File: config.mk
export PLATFORM = sky130hd
export DESIGN_NAME = audio_i2s_tx
export DESIGN_NICKNAME = d
export VERILOG_FILES = /design/src/rtl/audio_i2s_tx.sv
export SDC_FILE = /design/constraint.sdc
export NUM_CORES = 1
export LEC_CHECK = 0
export CAP_MARGIN = 20
export CELL_PAD_IN_SITES_DETAIL_PLACEMENT = 2
export CELL_PAD_IN_SITES_GLOBAL_PLACEMENT = 2
export CORE_MARGIN = 2
export CORE_UTILIZATION = 46
export CTS_BUF_LIST = sky130_fd_sc_hd__clkbuf_16
export DETAILED_ROUTE_END_ITERATION = 7
export PLACE_DENSITY = 0.91
export SKIP_LAST_GASP = 1
export SYNTH_ARGS = -nofsm -noshare
export SYNTH_HDL_FRONTEND = slang
export SYNTH_SLANG_ARGS = --single-unit
File: constraint.sdc
create_clock -name clock12500khz -period 4.5 [get_ports clock12500khz]
set_input_delay 1.35 -clock clock12500khz [delete_from_list [all_inputs] [get_ports clock12500khz]]
set_output_delay 1.35 -clock clock12500khz [all_outputs]
set_load 0.05 [all_outputs]
File: src/rtl/audio_i2s_tx.sv
// Stereo I2S / left-justified DAC serializer with a sample-pair FIFO and underrun reporting.
// Define AUD_UNDERRUN_HOLD_EN to replay the last popped pair on underrun instead of zeros.
module audio_i2s_tx #(
  parameter int unsigned SAMPLE_W   = 24,
  parameter int unsigned SLOT_W     = 32,
  parameter int unsigned FIFO_DEPTH = 4,
  parameter int unsigned I2S_MODE   = 1
) (
  input  logic                          clock12500khz,
  input  logic                          resetn,
  input  logic [SAMPLE_W-1:0]           in_left,
  input  logic [SAMPLE_W-1:0]           in_right,
  input  logic                          in_valid,
  output logic                          in_ready,
  output logic [$clog2(FIFO_DEPTH):0]   fifo_level,
  output logic                          underrun,
  output logic                          AUD_BCLK,
  output logic                          AUD_DACLRCK,
  output logic                          AUD_DACDAT
);

  localparam int unsigned AW  = $clog2(FIFO_DEPTH);
  localparam int unsigned FCW = $clog2(2 * SLOT_W);

  localparam logic [FCW-1:0] LastFc   = FCW'(2 * SLOT_W - 1);
  localparam logic [FCW-1:0] SlotFc   = FCW'(SLOT_W);
  localparam logic [FCW-1:0] SampleFc = FCW'(SAMPLE_W);

  localparam logic [0:0] StIdle = 1'b0;
  localparam logic [0:0] StRun  = 1'b1;

  // ---------------------------------------------------------------------------
  // Sample-pair FIFO
  // ---------------------------------------------------------------------------
  logic [2*SAMPLE_W-1:0] mem [FIFO_DEPTH];
  logic [AW:0]           wr_q, rd_q;
  logic                  push, pop, full, empty;
  logic [SAMPLE_W-1:0]   head_l, head_r;

  assign fifo_level = wr_q - rd_q;
  assign full       = (fifo_level == (AW + 1)'(FIFO_DEPTH));
  assign empty      = (fifo_level == '0);
  assign in_ready   = !full;
  assign push       = in_valid && in_ready;
  assign {head_l, head_r} = mem[rd_q[AW-1:0]];

  always_ff @(posedge clock12500khz) begin
    if (push) begin
      mem[wr_q[AW-1:0]] <= {in_left, in_right};
    end
  end

  always_ff @(posedge clock12500khz or negedge resetn) begin
    if (!resetn) begin
      wr_q <= '0;
      rd_q <= '0;
    end else begin
      if (push) wr_q <= wr_q + (AW + 1)'(1);
      if (pop)  rd_q <= rd_q + (AW + 1)'(1);
    end
  end

  // ---------------------------------------------------------------------------
  // Underrun fill pattern
  // ---------------------------------------------------------------------------
  logic [SAMPLE_W-1:0] ur_l, ur_r;

`ifdef AUD_UNDERRUN_HOLD_EN
  logic [SAMPLE_W-1:0] hold_l_q, hold_r_q;

  always_ff @(posedge clock12500khz or negedge resetn) begin
    if (!resetn) begin
      hold_l_q <= '0;
      hold_r_q <= '0;
    end else if (pop) begin
      hold_l_q <= head_l;
      hold_r_q <= head_r;
    end
  end

  assign ur_l = hold_l_q;
  assign ur_r = hold_r_q;
`else
  assign ur_l = '0;
  assign ur_r = '0;
`endif

  // ---------------------------------------------------------------------------
  // Serial bit selection for a given frame cycle
  // ---------------------------------------------------------------------------
  function automatic logic serial_bit(input logic [FCW-1:0]      fc,
                                      input logic [SAMPLE_W-1:0] l,
                                      input logic [SAMPLE_W-1:0] r,
                                      input logic                prev_lsb);
    logic                right_slot;
    logic [FCW-1:0]      sc;
    logic [SAMPLE_W-1:0] smp;
    right_slot = (fc >= SlotFc);
    sc         = right_slot ? fc - SlotFc : fc;
    smp        = right_slot ? r : l;
    serial_bit = 1'b0;
    if (I2S_MODE != 0) begin
      if (sc == '0) begin
        // Full-width slots: the previous slot's LSB spills into cycle 0.
        if (SLOT_W == SAMPLE_W) serial_bit = right_slot ? l[0] : prev_lsb;
      end else if (sc <= SampleFc) begin
        smp        = smp << (sc - FCW'(1));
        serial_bit = smp[SAMPLE_W-1];
      end
    end else if (sc < SampleFc) begin
      smp        = smp << sc;
      serial_bit = smp[SAMPLE_W-1];
    end
  endfunction

  // ---------------------------------------------------------------------------
  // Frame sequencer
  // ---------------------------------------------------------------------------
  logic [0:0]          state_q, state_d;
  logic [FCW-1:0]      fc_q, fc_d;
  logic [SAMPLE_W-1:0] left_q, left_d, right_q, right_d;
  logic                prev_lsb_q, prev_lsb_d;
  logic                lrck_q, lrck_d, dat_q, dat_d;
  logic                boundary;

  assign boundary = (state_q == StRun) && (fc_q == LastFc);
  assign underrun = boundary && empty;

  always_comb begin
    state_d    = state_q;
    fc_d       = fc_q;
    left_d     = left_q;
    right_d    = right_q;
    prev_lsb_d = prev_lsb_q;
    pop        = 1'b0;
    case (state_q)
      StIdle: begin
        if (!empty) begin
          state_d    = StRun;
          fc_d       = '0;
          pop        = 1'b1;
          left_d     = head_l;
          right_d    = head_r;
          prev_lsb_d = 1'b0;
        end
      end
      default: begin
        fc_d = boundary ? '0 : fc_q + FCW'(1);
        if (boundary) begin
          prev_lsb_d = right_q[0];
          if (!empty) begin
            pop     = 1'b1;
            left_d  = head_l;
            right_d = head_r;
          end else begin
            left_d  = ur_l;
            right_d = ur_r;
          end
        end
      end
    endcase
    // Outputs are registered from next-state so they move on the BCLK falling edge.
    lrck_d = (state_d == StRun) ? (fc_d >= SlotFc) : 1'b1;
    dat_d  = (state_d == StRun) ? serial_bit(fc_d, left_d, right_d, prev_lsb_d) : 1'b0;
  end

  always_ff @(posedge clock12500khz or negedge resetn) begin
    if (!resetn) begin
      state_q    <= StIdle;
      fc_q       <= '0;
      left_q     <= '0;
      right_q    <= '0;
      prev_lsb_q <= 1'b0;
      lrck_q     <= 1'b1;
      dat_q      <= 1'b0;
    end else begin
      state_q    <= state_d;
      fc_q       <= fc_d;
      left_q     <= left_d;
      right_q    <= right_d;
      prev_lsb_q <= prev_lsb_d;
      lrck_q     <= lrck_d;
      dat_q      <= dat_d;
    end
  end

  assign AUD_BCLK    = ~clock12500khz;
  assign AUD_DACLRCK = lrck_q;
  assign AUD_DACDAT  = dat_q;

endmodule

==> results.sh <==
export IMPL_crit_chain="clkbuf_16, clkbuf_16, clkbuf_16, inv_1, buf_2"
export IMPL_yosys_warnings=0
export IMPL_startpoint="clock12500khz"
export IMPL_antenna_found_initial=0
export IMPL_drive_above_1_share=0.188
export IMPL_cts_made_buffers=27
export IMPL_cp_max_fo=14
export IMPL_synth_area_um2=9990
export IMPL_synth_area_per_cell_um2=19.3
export IMPL_vdd_drop_max_v=0.000399
export IMPL_synth_area_top_cells="edfxtp_1 (58%), dfrtp_1 (16%), mux4_2 (11%)"
export IMPL_synth_main_ff_cell="edfxtp_1"
export IMPL_yosys_cell_types_count=53
export IMPL_hpwl_um=16900
export IMPL_setup_violations=0
export IMPL_hp_class="reg2reg"
export IMPL_grt_setup_unrepaired="false"
export IMPL_cp_common_cell="clkbuf_16"
export IMPL_worst_pin_slew_ps=1000
export IMPL_utilization=0.554
export IMPL_drc=0
export IMPL_gp_congestion=0.819
export IMPL_critPathMaxStageDelay_ps=250
export IMPL_coreArea_um2=21200
export IMPL_hold_path_startpoint="right_q[11]"
export IMPL_synthTopCellsByCount="edfxtp_1 (192), dfrtp_1 (62), mux4_2 (49)"
export IMPL_intPower_mw=4.39
export IMPL_yosysTopAreaCell="edfxtp_1"
export IMPL_clockBufferDepth=3
export IMPL_grt_max_degree=51
export IMPL_path_clk_slew_ps=60
export IMPL_vias_per_cell=6.10
export IMPL_synth_nets=577
export IMPL_clock_power_share=0.339
export IMPL_yosysMostFrequentCell="edfxtp_1"
export IMPL_final_cells=883
export IMPL_hold_violations=0
export IMPL_synthCells=517
export IMPL_area_growth_syn_to_layout_pct=17.4
export IMPL_fp_row_count=53
export IMPL_powerDensity_nw_per_um2=516
export IMPL_start_util=0.472
export IMPL_nets=647
export IMPL_routed_wl_um=27000
export IMPL_holdWs_ps=519
export IMPL_tritoncts="done"
export IMPL_critPathArrivalTime_ps=3080
export IMPL_wl_per_cell_um=30.6
export IMPL_die_w_um=151
export IMPL_die_h_um=151
export IMPL_dp_cells=832
export IMPL_synth_async_reset_ratio=0.247
export IMPL_htree_num_levels=1
export IMPL_outcome="complete, no violations"
export IMPL_yosysTopAreaCellShare=0.577
export IMPL_skew_ps=13.2
export IMPL_slowest_stage="buf_2"
export IMPL_grt_total_usage=0.252
export IMPL_drt_initial_drc_count=370
export IMPL_drv_cap=0
export IMPL_synth_edf_count=192
export IMPL_antenna_cells=0
export IMPL_cts_root_buf="clkbuf_16"
export IMPL_ys_seq_area_frac=0.735
export IMPL_vias=5385
export IMPL_port_buffers=58
export IMPL_crit_buf_inv=5
export IMPL_start_kind="clock port"
export IMPL_cp_top_family="buffers and inverters"
export IMPL_first_pass_iters=5
export IMPL_p_comb_frac=0.148
export IMPL_die_area_um2=22900
export IMPL_criticalPathCategory="clk2out"
export IMPL_clock_latency_ps=550
export IMPL_relSlewSlack=0.330
export IMPL_grt_pass1_wl_um=41500
export IMPL_switching_share=0.275
export IMPL_p_leak_nw=4.11
export IMPL_seq_power_share=0.513
export IMPL_ant_nets=0
export IMPL_power_switching_mw=1.66
export IMPL_endpoint_kind="output port"
export IMPL_rr_startpoint="wr_q[0]"
export IMPL_n_fill_cell=1756
export IMPL_synth_seq_cells=255
export IMPL_grt_ovfl_total=0
export IMPL_grt_pass1_vias=6172
export IMPL_io_pin_count=59
export IMPL_post_cts_setup_buffer_count=0
export IMPL_required_ps=3150
export IMPL_setup_tns_ps=0
export IMPL_finalMaxSlewViolations=0
worst reg2reg max path, stage by stage (launching register included):
cell and delay, ps:
dfrtp_1 390, inv_1 120, ha_1 230, fa_1 370
xor3_2 290, nor3_2 100, mux2_4 390, inv_2 220
ha_2 260, inv_1 110, xnor2_1 680, o2111ai_1 340
o311ai_0 230, nor2_1 120, o221a_1 260
power groups by stage:
stage               clock network, mW  registers, mW  logic, mW
floorplan                      0.0376           3.09      0.499
global placement               0.0544           3.08      0.844
detailed placement             0.0544           3.15      0.907
CTS                              2.08           3.11      0.909
global route                     2.17           3.13      0.964
finish                           2.05           3.11      0.895
cells by family (layout without fill, tap and decap cells):
group,after synthesis,count (layout),synth area share
compound gates,89,89,0.0746
flops,255,255,0.735
buf+inv,40,131,0.0202
mux,61,61,0.123
simple gates,54,54,0.0258
fa+ha+maj,9,9,0.0120
xor+xnor,9,9,0.00952
final timing paths:
path	to	slack, ps	cells past startpoint
worst min-delay path	right_q[11]	520	1
worst max register to register	AUD_DACDAT	280	14
worst min register to register	right_q[11]	520	1
min in group asynchronous	wr_q[2]	970	1
max in group asynchronous	left_q[21]	2590	2
worst max-delay path	AUD_BCLK	70	5
repair_timing:
item                                    in CTS  in global routing
hold buffers                                 0                  0
endpoints found under the hold margin        0                  0
resized for setup                            5                  4
endpoints found under the setup margin       1                  1
layout make-up:
cell class / count / area [um2] / share of cell area
clock buffer: 28 / 681 / 0.0581
clock inverter: 24 / 111 / 0.00950
inverter: 11 / 41.3 / 0.00352
multi-input combinational: 222 / 2470 / 0.211
sequential: 255 / 7350 / 0.627
tap: 275 / 344 / 0.0293
timing repair buffer: 68 / 731 / 0.0623
sequential cells by signal, summed over array words and instances (netlist names):
signal / flops
right_q: 24
mem: 192
left_q: 24
fc_q: 6
AUD_DACLRCK: 1
AUD_DACDAT: 1
rd_q: 3
wr_q: 3
state_q: 1
per-stage QoR:
| stage | power (mW) | area (um2) | setup slack [ps] |
|---|---|---|---|
| after floorplan | 3.62 | 9990 | 604 |
| after CTS | 6.10 | 11700 | 47.6 |
| final | 6.05 | 11700 | 69.1 |
| after global routing | 6.27 | 11700 | 39.1 |
| after detailed placement | 4.11 | 10900 | 91.7 |
| after global placement | 3.98 | 10900 | 91.7 |
layout by cell type (no fill, tap or decap), types with 2 or more instances in the layout:
cell type          n
o211ai_1           6
o22ai_1            4
buf_12             7
o311ai_1           3
nand3_1            3
mux2i_1           10
nor2_1            12
ha_1               7
dfrtp_1           60
a21oi_1            3
nand2b_1           2
xnor2_1            5
edfxtp_1         192
and3_2             4
a221o_1            3
clkinv_1           2
buf_2              2
a22o_1            48
buf_4              6
mux4_2            49
o21ai_0            5
inv_2              3
nand2_1           19
clkdlybuf4s50_1   54
o311ai_0           2
and4_1             2
inv_1             27
nor3_1             4
clkbuf_16         27
xor2_1             3
o2111a_1           2
per-layer routing:
layer  global-route usage  up-vias  part of all wire
li1                     -     2251                 -
met2                0.437      187              0.52
met5                    0        -                 0
met1                0.323     2877              0.40
met4               0.0902        0             0.038
met3               0.0419       70             0.042
(Power assumes the default switching activity.)
